<file path="src/rtl/stack_pkg.sv">
// Shared types and defaults for the pin-level stack responder.
package stack_pkg;

    localparam int DEF_WIDTH = 8;
    localparam int DEF_DEPTH = 16;

    typedef enum logic [1:0] {
        OP_PUSH    = 2'd0,
        OP_POP     = 2'd1,
        OP_REPLACE = 2'd2
    } op_e;

    typedef enum logic [1:0] {
        S_IDLE = 2'd0,
        S_EXEC = 2'd1,
        S_DONE = 2'd2
    } state_e;

    // Both requests seen on the same sampled cycle form a replace.
    function automatic op_e decode_op(input logic push, input logic pop);
        op_e op;
        if (push && pop) begin
            op = OP_REPLACE;
        end else if (push) begin
            op = OP_PUSH;
        end else begin
            op = OP_POP;
        end
        return op;
    endfunction

endpackage

</file>
<file path="src/rtl/stack_if.sv">
// Request/response bundle between the pin requester and the stack responder.
interface stack_if
    import stack_pkg::*;
#(
    parameter int WIDTH = DEF_WIDTH,
    parameter int DEPTH = DEF_DEPTH
);
    localparam int CW = $clog2(DEPTH) + 1;

    logic             push_i;
    logic             pop_i;
    logic [WIDTH-1:0] data_in;
    logic [WIDTH-1:0] data_out;
    logic             instr_done;
    logic             full;
    logic             empty;
    logic             err;
    logic [CW-1:0]    count;

    modport master (
        output push_i, pop_i, data_in,
        input  data_out, instr_done, full, empty, err, count
    );

    modport slave (
        input  push_i, pop_i, data_in,
        output data_out, instr_done, full, empty, err, count
    );
endinterface

</file>
<file path="src/rtl/stack_sync_2ff.sv">
// Two-flop synchroniser for one asynchronous request level.
module sync_2ff (
    input  logic clk,
    input  logic rst,
    input  logic d_i,
    output logic q_o
);
    logic meta_q;
    logic sync_q;

    // Resolve metastability over two stages before the FSM sees the level.
    always_ff @(posedge clk or posedge rst) begin
        if (rst) begin
            meta_q <= 1'b0;
            sync_q <= 1'b0;
        end else begin
            meta_q <= d_i;
            sync_q <= meta_q;
        end
    end

    assign q_o = sync_q;
endmodule

</file>
<file path="src/rtl/stack_core.sv">
// LIFO responder: executes one push/pop/replace per 4-phase request handshake.
module stack_core
    import stack_pkg::*;
#(
    parameter int WIDTH = DEF_WIDTH,
    parameter int DEPTH = DEF_DEPTH
) (
    input  logic    clk,
    input  logic    rst,
    stack_if.slave  bus
);
    localparam int AW = $clog2(DEPTH);
    localparam int CW = AW + 1;
    localparam logic [CW-1:0] FULL_CNT = CW'(DEPTH);

    logic             push_s, pop_s;
    state_e           state_q, state_d;
    op_e              op_q, op_d;
    logic [WIDTH-1:0] din_q, din_d;
    logic [CW-1:0]    sp_q, sp_d;
    logic [WIDTH-1:0] dout_q, dout_d;
    logic             err_q, err_d;
    logic             done_q, done_d;
    logic             wr_en_s;
    logic [AW-1:0]    wr_addr_s;
    logic [AW-1:0]    top_idx_s;
    logic [WIDTH-1:0] top_s;
    op_e              eff_op_s;
    logic [WIDTH-1:0] mem_q [DEPTH];

    sync_2ff u_sync_push (.clk(clk), .rst(rst), .d_i(bus.push_i), .q_o(push_s));
    sync_2ff u_sync_pop  (.clk(clk), .rst(rst), .d_i(bus.pop_i),  .q_o(pop_s));

    assign top_idx_s = AW'(sp_q - CW'(1));
    assign top_s     = mem_q[top_idx_s];

    // State register and datapath registers.
    always_ff @(posedge clk or posedge rst) begin
        if (rst) begin
            state_q <= S_IDLE;
            op_q    <= OP_PUSH;
            din_q   <= '0;
            sp_q    <= '0;
            dout_q  <= '0;
            err_q   <= 1'b0;
            done_q  <= 1'b0;
        end else begin
            state_q <= state_d;
            op_q    <= op_d;
            din_q   <= din_d;
            sp_q    <= sp_d;
            dout_q  <= dout_d;
            err_q   <= err_d;
            done_q  <= done_d;
        end
    end

    // Storage has no reset; a slot is always written before it can be read.
    always_ff @(posedge clk) begin
        if (wr_en_s) begin
            mem_q[wr_addr_s] <= din_q;
        end
    end

    // Next-state logic: DONE waits for both requests to be released.
    always_comb begin
        state_d = state_q;
        case (state_q)
            S_IDLE: begin
                if (push_s || pop_s) state_d = S_EXEC;
                else                 state_d = S_IDLE;
            end
            S_EXEC:  state_d = S_DONE;
            S_DONE: begin
                if (!push_s && !pop_s) state_d = S_IDLE;
                else                   state_d = S_DONE;
            end
            default: state_d = S_IDLE;
        endcase
    end

    // Output and datapath next values; a replace on an empty stack acts as a push.
    always_comb begin
        op_d      = op_q;
        din_d     = din_q;
        sp_d      = sp_q;
        dout_d    = dout_q;
        err_d     = err_q;
        wr_en_s   = 1'b0;
        wr_addr_s = sp_q[AW-1:0];
        done_d    = (state_d == S_DONE);
        if (op_q == OP_REPLACE && sp_q == '0) eff_op_s = OP_PUSH;
        else                                  eff_op_s = op_q;
        case (state_q)
            S_IDLE: begin
                if (push_s || pop_s) begin
                    op_d  = decode_op(push_s, pop_s);
                    din_d = bus.data_in;
                end else begin
                    op_d  = op_q;
                    din_d = din_q;
                end
            end
            S_EXEC: begin
                case (eff_op_s)
                    OP_PUSH: begin
                        dout_d = din_q;
                        if (sp_q == FULL_CNT) begin
                            err_d = 1'b1;
                        end else begin
                            wr_en_s = 1'b1;
                            sp_d    = sp_q + CW'(1);
                            err_d   = 1'b0;
                        end
                    end
                    OP_POP: begin
                        if (sp_q == '0) begin
                            dout_d = '0;
                            err_d  = 1'b1;
                        end else begin
                            sp_d   = sp_q - CW'(1);
                            dout_d = top_s;
                            err_d  = 1'b0;
                        end
                    end
                    OP_REPLACE: begin
                        wr_en_s   = 1'b1;
                        wr_addr_s = top_idx_s;
                        dout_d    = top_s;
                        err_d     = 1'b0;
                    end
                    default: err_d = err_q;
                endcase
            end
            S_DONE:  done_d = (state_d == S_DONE);
            default: done_d = 1'b0;
        endcase
    end

    assign bus.data_out   = dout_q;
    assign bus.instr_done = done_q;
    assign bus.err        = err_q;
    assign bus.count      = sp_q;
    assign bus.full       = (sp_q == FULL_CNT);
    assign bus.empty      = (sp_q == '0);
endmodule

</file>
<file path="src/flat_wrapper.sv">
// flat-port wrapper written by rule: the top's interface ports become plain ports
module stack_core_flat import stack_pkg::*;
#(
    parameter int WIDTH = DEF_WIDTH,
    parameter int DEPTH = DEF_DEPTH
)
  (clk, rst, bus_push_i, bus_pop_i, bus_data_in, bus_data_out, bus_instr_done, bus_full, bus_empty, bus_err, bus_count);
  stack_if #(.WIDTH(WIDTH), .DEPTH(DEPTH)) bus_i ();
  input  logic clk;
  input  logic rst;
  input wire logic [$bits(bus_i.push_i)-1:0] bus_push_i;
  input wire logic [$bits(bus_i.pop_i)-1:0] bus_pop_i;
  input wire logic [$bits(bus_i.data_in)-1:0] bus_data_in;
  output wire logic [$bits(bus_i.data_out)-1:0] bus_data_out;
  output wire logic [$bits(bus_i.instr_done)-1:0] bus_instr_done;
  output wire logic [$bits(bus_i.full)-1:0] bus_full;
  output wire logic [$bits(bus_i.empty)-1:0] bus_empty;
  output wire logic [$bits(bus_i.err)-1:0] bus_err;
  output wire logic [$bits(bus_i.count)-1:0] bus_count;
  assign bus_i.push_i = bus_push_i;
  assign bus_i.pop_i = bus_pop_i;
  assign bus_i.data_in = bus_data_in;
  assign bus_data_out = bus_i.data_out;
  assign bus_instr_done = bus_i.instr_done;
  assign bus_full = bus_i.full;
  assign bus_empty = bus_i.empty;
  assign bus_err = bus_i.err;
  assign bus_count = bus_i.count;
  stack_core #(.WIDTH(WIDTH), .DEPTH(DEPTH)) u_core (.clk(clk), .rst(rst), .bus(bus_i));
endmodule
</file>
<file path="config.mk">
export PLATFORM = sky130hd
export DESIGN_NAME = stack_core_flat
export DESIGN_NICKNAME = d
export VERILOG_FILES = /design/src/rtl/stack_pkg.sv /design/src/rtl/stack_if.sv /design/src/rtl/stack_sync_2ff.sv /design/src/rtl/stack_core.sv /design/src/flat_wrapper.sv
export SDC_FILE = /design/constraint.sdc
export NUM_CORES = 1
export LEC_CHECK = 0
export BUFFER_PORTS_ARGS = -buffer_cell sky130_fd_sc_hd__buf_4
export CAP_MARGIN = 25
export CORE_MARGIN = 3
export CORE_UTILIZATION = 55
export DETAILED_ROUTE_END_ITERATION = 8
export PLACE_DENSITY = 0.84
export SETUP_SLACK_MARGIN = 0.2
export SLEW_MARGIN = 15
export SYNTH_ARGS = -nofsm -noshare
export SYNTH_HDL_FRONTEND = slang
export SYNTH_SLANG_ARGS = --single-unit
</file>
<file path="constraint.sdc">
create_clock -name clk -period 3.3 [get_ports clk]
set_clock_uncertainty 0.15 [all_clocks]
set_input_delay 0.825 -clock clk [delete_from_list [all_inputs] [get_ports clk]]
set_output_delay 0.825 -clock clk [all_outputs]
set_load 0.01 [all_outputs]
</file>
==> results.cfg, run 1 <==
[global_route]
grt_start_max_net_pins = 32
grt_pass1_vias = 3910
grt_pass1_wl_mm = 22.9
grt_use_total = 0.238
antenna_found_initial = 0
grt-ovfl-total = 0

[worst_setup_path]
cp_max_fo = 11
r2r_cells = 6
startpoint_type = flop
max_stage_delay_ps = 540
critical_path_class = reg2out
cp.depth = 5
cpMaxStageDelayCell = or4b_4
cp-end-kind = output pin
path_buf_inv = 3
cp_cell_sequence = inv_1, ha_2, or4b_4, inv_1, buf_4
required_ps = 2320
critPathTopFamily = simple AND/OR/NAND/NOR gates
crit_arrival_ps = 1990
crit_top_cell = inv_1

[drt]
drtAntennaViolNets = 0
wire_per_inst_um = 23.1
totalWireLength_mm = 14.7
drt_pass1_iterations = 7
drc = 0
via_per_inst = 6.28
drt-initial-drc-count = 505
vias = 3986

[clock_network]
postCtsHoldBufs = 0
clkLatencyLatePin_ps = 420
cts_tree = done
cts_num_sinks = 159
clkTransAtPathRegs_ps = 60
htree_levels = 4
cts-root-buf = clkbuf_16
cts_made_buffers = 17
cts.path.max_buffers = 2

[timing]
slew_viol_final = 0
setup_viol_count_final = 0
finalHoldViolCount = 0
rsz0062_at_grt = yes
fin_tns_setup_ps = 0
relSlewSlack = 0.294
max_freq_mhz = 337
setup_ws_ps = 337
worst_pin_slew_ps = 1060
period_minus_slack_ps = 2960
post-route-period-util = 0.898

[die]
start_util = 0.565
row_count = 39
die_height_um = 115
dieArea_um2 = 13200
core_area_um2 = 11500
ioPinCount = 29
die_x_um = 115

[power]
share_seq_of_total_power = 0.393
p_total_w = 0.00800
p_int_w = 0.00492
p_sw_w = 0.00307
p_clk_frac = 0.237
power_leakage_nw = 2.67
switching_share = 0.384
power_density_nw_per_um2 = 1050
p_comb_frac = 0.370
ir_worst_vdd_uv = 714

[final_layout]
num-fill-cells = 744
n_antenna_cell = 0
layout.nets = 494
area_delta_synth_final_pct = 16.6
drive_gt1_frac = 0.246
postLayoutCoreUtil = 0.659

[run_status]
status = complete, no violations

[worst_hold_path]
hold_depth = 0
hp-class = reg2reg

[placement]
post-place-ws_ps = 265
io_buffers = 28
hpwl_mm = 9.55
globalplace.congestion = 0.902

[yosys]
syn_avg_cell_area_um2 = 14.6
synthCells = 445
synthMuxAreaShare = 0.0899
synth_top_family_by_area = simple AND/OR/NAND/NOR gates
synth-simple-area-share = 0.106
ys_warn_count = 0
synth_area_um2 = 6510
synth-xor-area-share = 0.0173
synth-seq-area-share = 0.709
ys_ff_latch = 159
synth_fp_nets = 460
synth_compound_area_frac = 0.0532
synth_cell_type_count = 42
synthAdderAreaFrac = 0.00576

[run]
drv_cap = 0
## what timing repair did
item                       in CTS  in global routing
pin swaps                       0                  0
setup endpoints to repair       1                 39
gates resized for setup         1                  2
buffers inserted                0                  0
## kinds of logic after synthesis
group | count (synthesis)
buffers and inverters | 28
multiplexers | 35
adder cells (fa/ha/maj) | 3
AND/OR/NAND/NOR | 156
flip-flops | 159
AO/OA/AOI/OAI | 52
XOR/XNOR | 12
## stage by stage
step           area, um2  instances  hold WS [ps]
2_1_floorplan       6650        445           181
3_3_place_gp        7000        603           186
4_1_cts             7580        635           197
6_report            7590        635           196
5_1_grt             7590        635           208
3_5_place_dp        7000        603           186
## power by group through the flow
| stage | logic [W] | clock network, W | registers [W] |
|---|---|---|---|
| floorplan | 0.00211 | 0 | 0.00296 |
| global placement | 0.00281 | 0 | 0.00314 |
| detailed placement | 0.00289 | 0 | 0.00318 |
| CTS | 0.00291 | 0.00191 | 0.00314 |
| global route | 0.00321 | 0.00200 | 0.00319 |
| finish | 0.00296 | 0.00190 | 0.00314 |
## placed cells by master (no fill, tap or decap), types with 4 or more instances in the layout
cell / instances
edfxtp_1: 128
nand2_1: 72
buf_4: 37
dfrtp_1: 30
nor2_1: 18
mux4_2: 18
nand3_1: 18
clkbuf_16: 17
a21oi_1: 15
nor2_2: 11
nand4_1: 9
mux2_2: 8
a32oi_1: 8
o21ai_0: 7
mux2i_1: 7
a221oi_1: 7
xnor2_1: 6
nor3_1: 6
inv_1: 5
nor2b_1: 4
xor2_1: 4
nor3_4: 4
## Yosys cell counts, drive strengths merged
cell	number	area (um2)
o31a	1	8.76
dfrtp	31	776
a21o	2	15.0
ha	3	37.5
o211ai	2	15.0
edfxtp	128	3840
nor3b	1	7.51
and2	1	6.26
a31oi	3	18.8
nor2	30	113
or4b	1	10.0
a32oi	8	70.1
nor2b	4	25.0
a221oi	7	61.3
and3	2	12.5
inv	6	22.5
a21oi	16	83.8
nand2b	2	12.5
o21ai	10	50.0
nor3	11	60.1
xor2	5	51.3
nand3	20	100
nor4	1	6.26
a211oi	1	7.51
clkbuf	14	52.6
o22a	1	8.76
o21bai	1	7.51
mux2	8	90.1
or4	1	7.51
nand4	9	56.3
or2	1	6.26
mux4	18	405
mux2i	9	90.1
nand2	72	270
buf	8	41.3
xnor2	7	61.3
## flip-flops by register name (all words and copies together), names as in the netlist
signal                     cells
u_core.u_sync_pop.q_o          1
u_core.u_sync_pop.meta_q       1
u_core.u_sync_push.q_o         1
u_core.bus.count               5
u_core.op_q                    2
u_core.bus.data_out            8
u_core.mem_q                 128
u_core.din_q                   8
u_core.state_q                 2
u_core.bus.instr_done          1
u_core.u_sync_push.meta_q      1
u_core.bus.err                 1
## per-layer routing
layer	up-vias	GRT usage	share of wire
met4	0	0.0806	0.024
met3	29	0.0574	0.070
met1	1980	0.324	0.39
li1	1757	-	-
met2	220	0.385	0.51
met5	-	0	0
## layout make-up
cell class	instances	area [um2]	share of cell area
clock buffer	18	429	0.0565
clock inverter	14	143	0.0188
inverter	6	25.0	0.00330
multi-input combinational	258	1920	0.252
sequential	159	4620	0.609
tap	143	179	0.0236
timing repair buffer	37	278	0.0366
## path summary, 6_finish.rpt
| kind | slack (ps) | start | end |
|---|---|---|---|
| min in group asynchronous | 360 | rst | u_core.state_q[1] |
| worst min-delay path | 200 | u_core.u_sync_pop.meta_q | u_core.u_sync_pop.q_o |
| worst max register to register | 390 | u_core.bus.count[0] | u_core.mem_q[0][6] |
| worst max-delay path | 340 | u_core.bus.count[1] | bus_empty |
| worst min register to register | 200 | u_core.u_sync_pop.meta_q | u_core.u_sync_pop.q_o |
| max in group asynchronous | 2310 | rst | u_core.bus.count[1] |
## worst register-to-register path: stages, from the launching register on
cell and delay [ps]:
dfrtp_1 410, buf_4 280, nor3_1 460, xnor2_1 240, nor3_1 260, o211ai_1 290, nor2_2 470
No activity file was read; power rests on OpenSTA's default activity.
==> inputs of run 2 (changes only) <==
ABC_AREA = 1   (was not set)
==> results.cfg, run 2 <==
[yosys]
synth_top_area_cell = edfxtp_1
synth_top_family_by_area = simple AND/OR/NAND/NOR gates
synth_area_um2 = 6810
synthMuxAreaShare = 0
synthAdderAreaFrac = 0.00551
synth-xor-area-share = 0.00992
ys_warn_count = 0
synth.top_cell.area_share = 0.565
syn_avg_cell_area_um2 = 10.9
synth_enable_flop_cells = 128
async_flop_share = 0.195
synthCells = 626
synth_cell_type_count = 31
synth_fp_nets = 641
ys_ff_latch = 159
yosys-top-cells-count = 191 x nand2_1, 137 x nand3_1, 128 x edfxtp_1
yosysMostFrequentCell = nand2_1
synth_area_leaders = edfxtp_1 56%, dfrtp_1 11%, nand2_1 11%
synth-simple-area-share = 0.247
synth-seq-area-share = 0.679
synth_compound_area_frac = 0.0237
postSynth.topFlopCell = edfxtp_1

[timing]
fin_tns_setup_ps = 0
setup_viol_count_final = 0
post-route-period-util = 0.875
period_minus_slack_ps = 2890
slew_viol_final = 0
finalHoldViolCount = 0
worst_pin_slew_ps = 901
rsz0062_at_grt = yes
max_freq_mhz = 346
relSlewSlack = 0.400

[worst_setup_path]
r2r_setup_slack_ps = 410
crit_arrival_ps = 2790
max_stage_delay_ps = 570
cp-end-kind = flop
cp_cell_sequence = inv_1, ha_1, nand2_1, nand2_4, inv_4, o21ai_0, nand3_1, nor2_1
required_ps = 3210
r2r-start = u_core.bus.count[1]
cpMaxStageDelayCell = nor2_1
startpoint_type = flop
r2r_cells = 8
critPathTopFamily = simple AND/OR/NAND/NOR gates
r2r-end = u_core.mem_q[10][4]
cp_max_fo = 19
path_buf_inv = 2
critical_path_class = reg2reg

[placement]
globalplace.congestion = 0.958
hpwl_mm = 10.0
io_buffers = 28

[drt]
vias = 4807
drt-initial-drc-count = 588
totalWireLength_mm = 15.9
drtAntennaViolNets = 0
via_per_inst = 5.76
drc = 0
drt_pass1_iterations = 7
wire_per_inst_um = 19.1

[global_route]
antenna_found_initial = 0
grt_start_max_net_pins = 69
grt-ovfl-total = 0
grt_pass1_vias = 4508
grt_use_total = 0.243
grt_pass1_wl_mm = 24.4

[clock_network]
cts_made_buffers = 17
cts_num_sinks = 159
htree_levels = 4
cts_tree = done
post_cts_buffers = 0
cts.path.max_buffers = 2
cts-root-buf = clkbuf_16
clkLatencyLatePin_ps = 420
clkTransAtPathRegs_ps = 70

[worst_hold_path]
hp-start = u_core.u_sync_pop.meta_q
hp-class = reg2reg
hold_depth = 0
hold_end = u_core.u_sync_pop.q_o

[final_layout]
regMostFlops = u_core.mem_q
drive_gt1_frac = 0.144
postLayoutCoreUtil = 0.642
area_delta_synth_final_pct = 13.7
num-fill-cells = 894
largest_reg_flops = 128
layout.nets = 668
final_common_cell = nand2_1
n_antenna_cell = 0
mostFrequentLayoutCells = 191 x nand2_1, 137 x nand3_1, 128 x edfxtp_1

[die]
core_area_um2 = 12100
row_count = 40
die_x_um = 117
dieArea_um2 = 13700
start_util = 0.564
ioPinCount = 29
die_height_um = 117

[power]
power_density_nw_per_um2 = 1040
power_leakage_nw = 3.04
ir_worst_vdd_uv = 706

[run_status]
status = complete, no violations

[run]
drv_cap = 0
[run 2: worst register-to-register path, stage by stage (launching register included)]
cell,delay (ps)
dfrtp_1,430
inv_1,180
ha_1,260
nand2_1,110
nand2_4,240
inv_4,130
o21ai_0,240
nand3_1,210
nor2_1,570
[run 2: layout make-up]
cell class | count | area (um2) | area share
timing repair buffer | 35 | 263 | 0.0339
clock inverter | 15 | 160 | 0.0207
tap | 168 | 210 | 0.0271
clock buffer | 17 | 425 | 0.0549
multi-input combinational | 412 | 1960 | 0.253
sequential | 159 | 4620 | 0.597
inverter | 28 | 108 | 0.0139
[run 2: report_power, final]
group          switching, W  total, W  internal (W)
Combinational       0.00209   0.00304      0.000949
Clock              0.000818   0.00194       0.00113
Sequential         0.000486   0.00310       0.00261
Total               0.00340   0.00809       0.00469
[run 2: logic make-up after synthesis]
logic type | Yosys count
adder cells (fa/ha/maj) | 3
flip-flops | 159
XOR/XNOR | 6
AND/OR/NAND/NOR | 376
buffers and inverters | 55
AO/OA/AOI/OAI | 27
[run 2: worst max path at each step]
stage,start,end,slack (ps),depth (start not counted)
after floorplan,u_core.bus.count[0],u_core.mem_q[13][0],590,9
after global placement,u_core.bus.count[1],u_core.mem_q[8][0],580,8
after detailed placement,u_core.bus.count[1],u_core.mem_q[10][4],450,8
after CTS,u_core.bus.count[1],u_core.mem_q[1][2],420,8
after global routing,u_core.bus.count[1],u_core.mem_q[11][0],100,8
final,u_core.bus.count[1],u_core.mem_q[10][4],410,8
[run 2: per-layer routing]
layer  GRT usage  share of wire  vias up
li1            -              -     2205
met1       0.337           0.40     2285
met2       0.377           0.47      273
met3      0.0550          0.094       44
met4      0.0971          0.032        0
met5           0              0        -
[run 2: repair_timing]
action,4_1_cts,5_1_grt
gates resized for setup,0,4
setup endpoints to repair,0,64
hold buffers,0,0
[run 2: through the flow]
stage	power, W	worst slack, ps	cell area, um2	hold WS (ps)	instances
after CTS	0.00803	423	7730	201	834
after detailed placement	0.00608	451	7150	186	802
after global placement	0.00597	584	7150	182	802
final	0.00809	412	7740	200	834
after global routing	0.00852	96.7	7740	206	834
after floorplan	0.00503	595	6810	181	626
==> inputs of run 3 (changes only) <==
--- a/config.mk
+++ b/config.mk
@@ -10,7 +10,7 @@
 export CAP_MARGIN = 25
 export CORE_MARGIN = 3
-export CORE_UTILIZATION = 55
+export CORE_UTILIZATION = 30
 export DETAILED_ROUTE_END_ITERATION = 8
-export PLACE_DENSITY = 0.84
+export PLACE_DENSITY = 0.55
 export SETUP_SLACK_MARGIN = 0.2
 export SLEW_MARGIN = 15
--- a/constraint.sdc
+++ b/constraint.sdc
@@ -3,3 +3,3 @@
 set_input_delay 0.825 -clock clk [delete_from_list [all_inputs] [get_ports clk]]
 set_output_delay 0.825 -clock clk [all_outputs]
-set_load 0.01 [all_outputs]
+set_load 0.02 [all_outputs]
==> results.cfg, run 3 (synthesis results as in run 2) <==
[final_layout]
fin_area_um2 = 7850
drive_gt1_frac = 0.139
mostFrequentLayoutCells = 191 x nand2_1, 137 x nand3_1, 128 x edfxtp_1
area_delta_synth_final_pct = 15.3
final_common_cell = nand2_1
layout.nets = 672
postLayoutCoreUtil = 0.355
largest_reg_flops = 128
n_antenna_cell = 0
regMostFlops = u_core.mem_q

[timing]
period_minus_slack_ps = 2880
slew_viol_final = 0
relSlewSlack = 0.399
finalHoldViolCount = 0
setup_viol_count_final = 0
rsz0062_at_grt = yes
fin_tns_setup_ps = 0
post-route-period-util = 0.873
setup_ws_ps = 419
worst_pin_slew_ps = 898
max_freq_mhz = 347

[worst_hold_path]
hp-start = u_core.u_sync_push.meta_q
hold_depth = 0
hp-class = reg2reg

[clock_network]
cts_made_buffers = 17
cts.path.max_buffers = 2
htree_levels = 4
cts_tree = done
cts_num_sinks = 159
cts-root-buf = clkbuf_16
clkTransAtPathRegs_ps = 60
clkLatencyLatePin_ps = 430
post_cts_buffers = 0

[die]
ioPinCount = 29
die_height_um = 157
dieArea_um2 = 24500
core_area_um2 = 22100
die_x_um = 157
start_util = 0.308
row_count = 54

[placement]
post-place-ws_ps = 389
io_buffers = 28
place_area_um2 = 7320
globalplace.congestion = 0.844
hpwl_mm = 10.5

[drt]
vias = 4592
drt-initial-drc-count = 393
wire_per_inst_um = 17.4
drt_pass1_iterations = 4
via_per_inst = 4.83
totalWireLength_mm = 16.5
drtAntennaViolNets = 0
drc = 0

[worst_setup_path]
required_ps = 3200
r2r_cells = 8
cp-end-kind = flop
critical_path_class = reg2reg
cp-startpoint = u_core.bus.count[1]
startpoint_type = flop
r2r-start = u_core.bus.count[1]
crit_arrival_ps = 2780
cp_max_fo = 19

[run_status]
status = complete, no violations

[power]
power_leakage_nw = 3.04
p_total_w = 0.00803
power_density_nw_per_um2 = 1020
ir_worst_vdd_uv = 488

[global_route]
antenna_found_initial = 0
grt-ovfl-total = 0
grt_pass1_vias = 4542
grt_use_total = 0.143
grt_start_max_net_pins = 69
grt_pass1_wl_mm = 26.3

[run]
drv_cap = 0
## run 3: changes by cell type in the layout (fill, tap and decap cells not counted), moves of 2 or more
cell      change
clkinv_1      +2
nor2_2        -3
buf_4         +4
nor2_1        +3
inv_6         -4
clkbuf_1      +2
clkinv_2      +3
## run 3: cell type report
class,instances,area (um2)
clock buffer,19,433
fill,2172,14200
sequential,159,4620
timing repair buffer,39,293
multi-input combinational,412,1950
tap,280,350
clock inverter,13,97.6
inverter,28,108
## run 3: path summary, 6_finish.rpt
check / end / slack (ps)
worst max-delay path: u_core.mem_q[1][4] / 420
worst min-delay path: u_core.u_sync_push.q_o / 200
worst max register to register: u_core.mem_q[1][4] / 420
worst min register to register: u_core.u_sync_push.q_o / 200
max in group asynchronous: u_core.din_q[6] / 1880
min in group asynchronous: u_core.u_sync_pop.q_o / 440
## run 3: where the power goes
part | leakage [nW] | internal [W] | switching (W)
logic | 1.25 | 0.000957 | 0.00223
registers | 1.53 | 0.00261 | 0.000433
clock network | 0.255 | 0.00102 | 0.000769
## run 3: what timing repair did
action,in CTS,in global routing
endpoints found under the setup margin,0,24
gates resized for setup,0,1
hold buffers,0,0
## run 3: metal layers
layer / up-vias / part of all wire / global-route usage / wire [um]
li1: 2214 / - / - / -
met1: 2249 / 0.48 / 0.203 / 7960
met2: 104 / 0.45 / 0.214 / 7430
met3: 25 / 0.043 / 0.0301 / 706
met4: 0 / 0.026 / 0.0596 / 436
met5: - / 0 / 0 / 0
## run 3: through the flow
stage	hold slack (ps)	instances
3_5_place_dp	186	918
5_1_grt	206	950
6_report	199	950
4_1_cts	200	950
2_1_floorplan	181	626
3_3_place_gp	183	918
## run 3: critical path, stage by stage, from the launching register on
cell	delay, ps
dfrtp_1	430
inv_1	190
ha_1	230
nand2_1	100
nand2_4	240
inv_4	140
o21ai_0	260
nand3_1	210
nor2_1	570
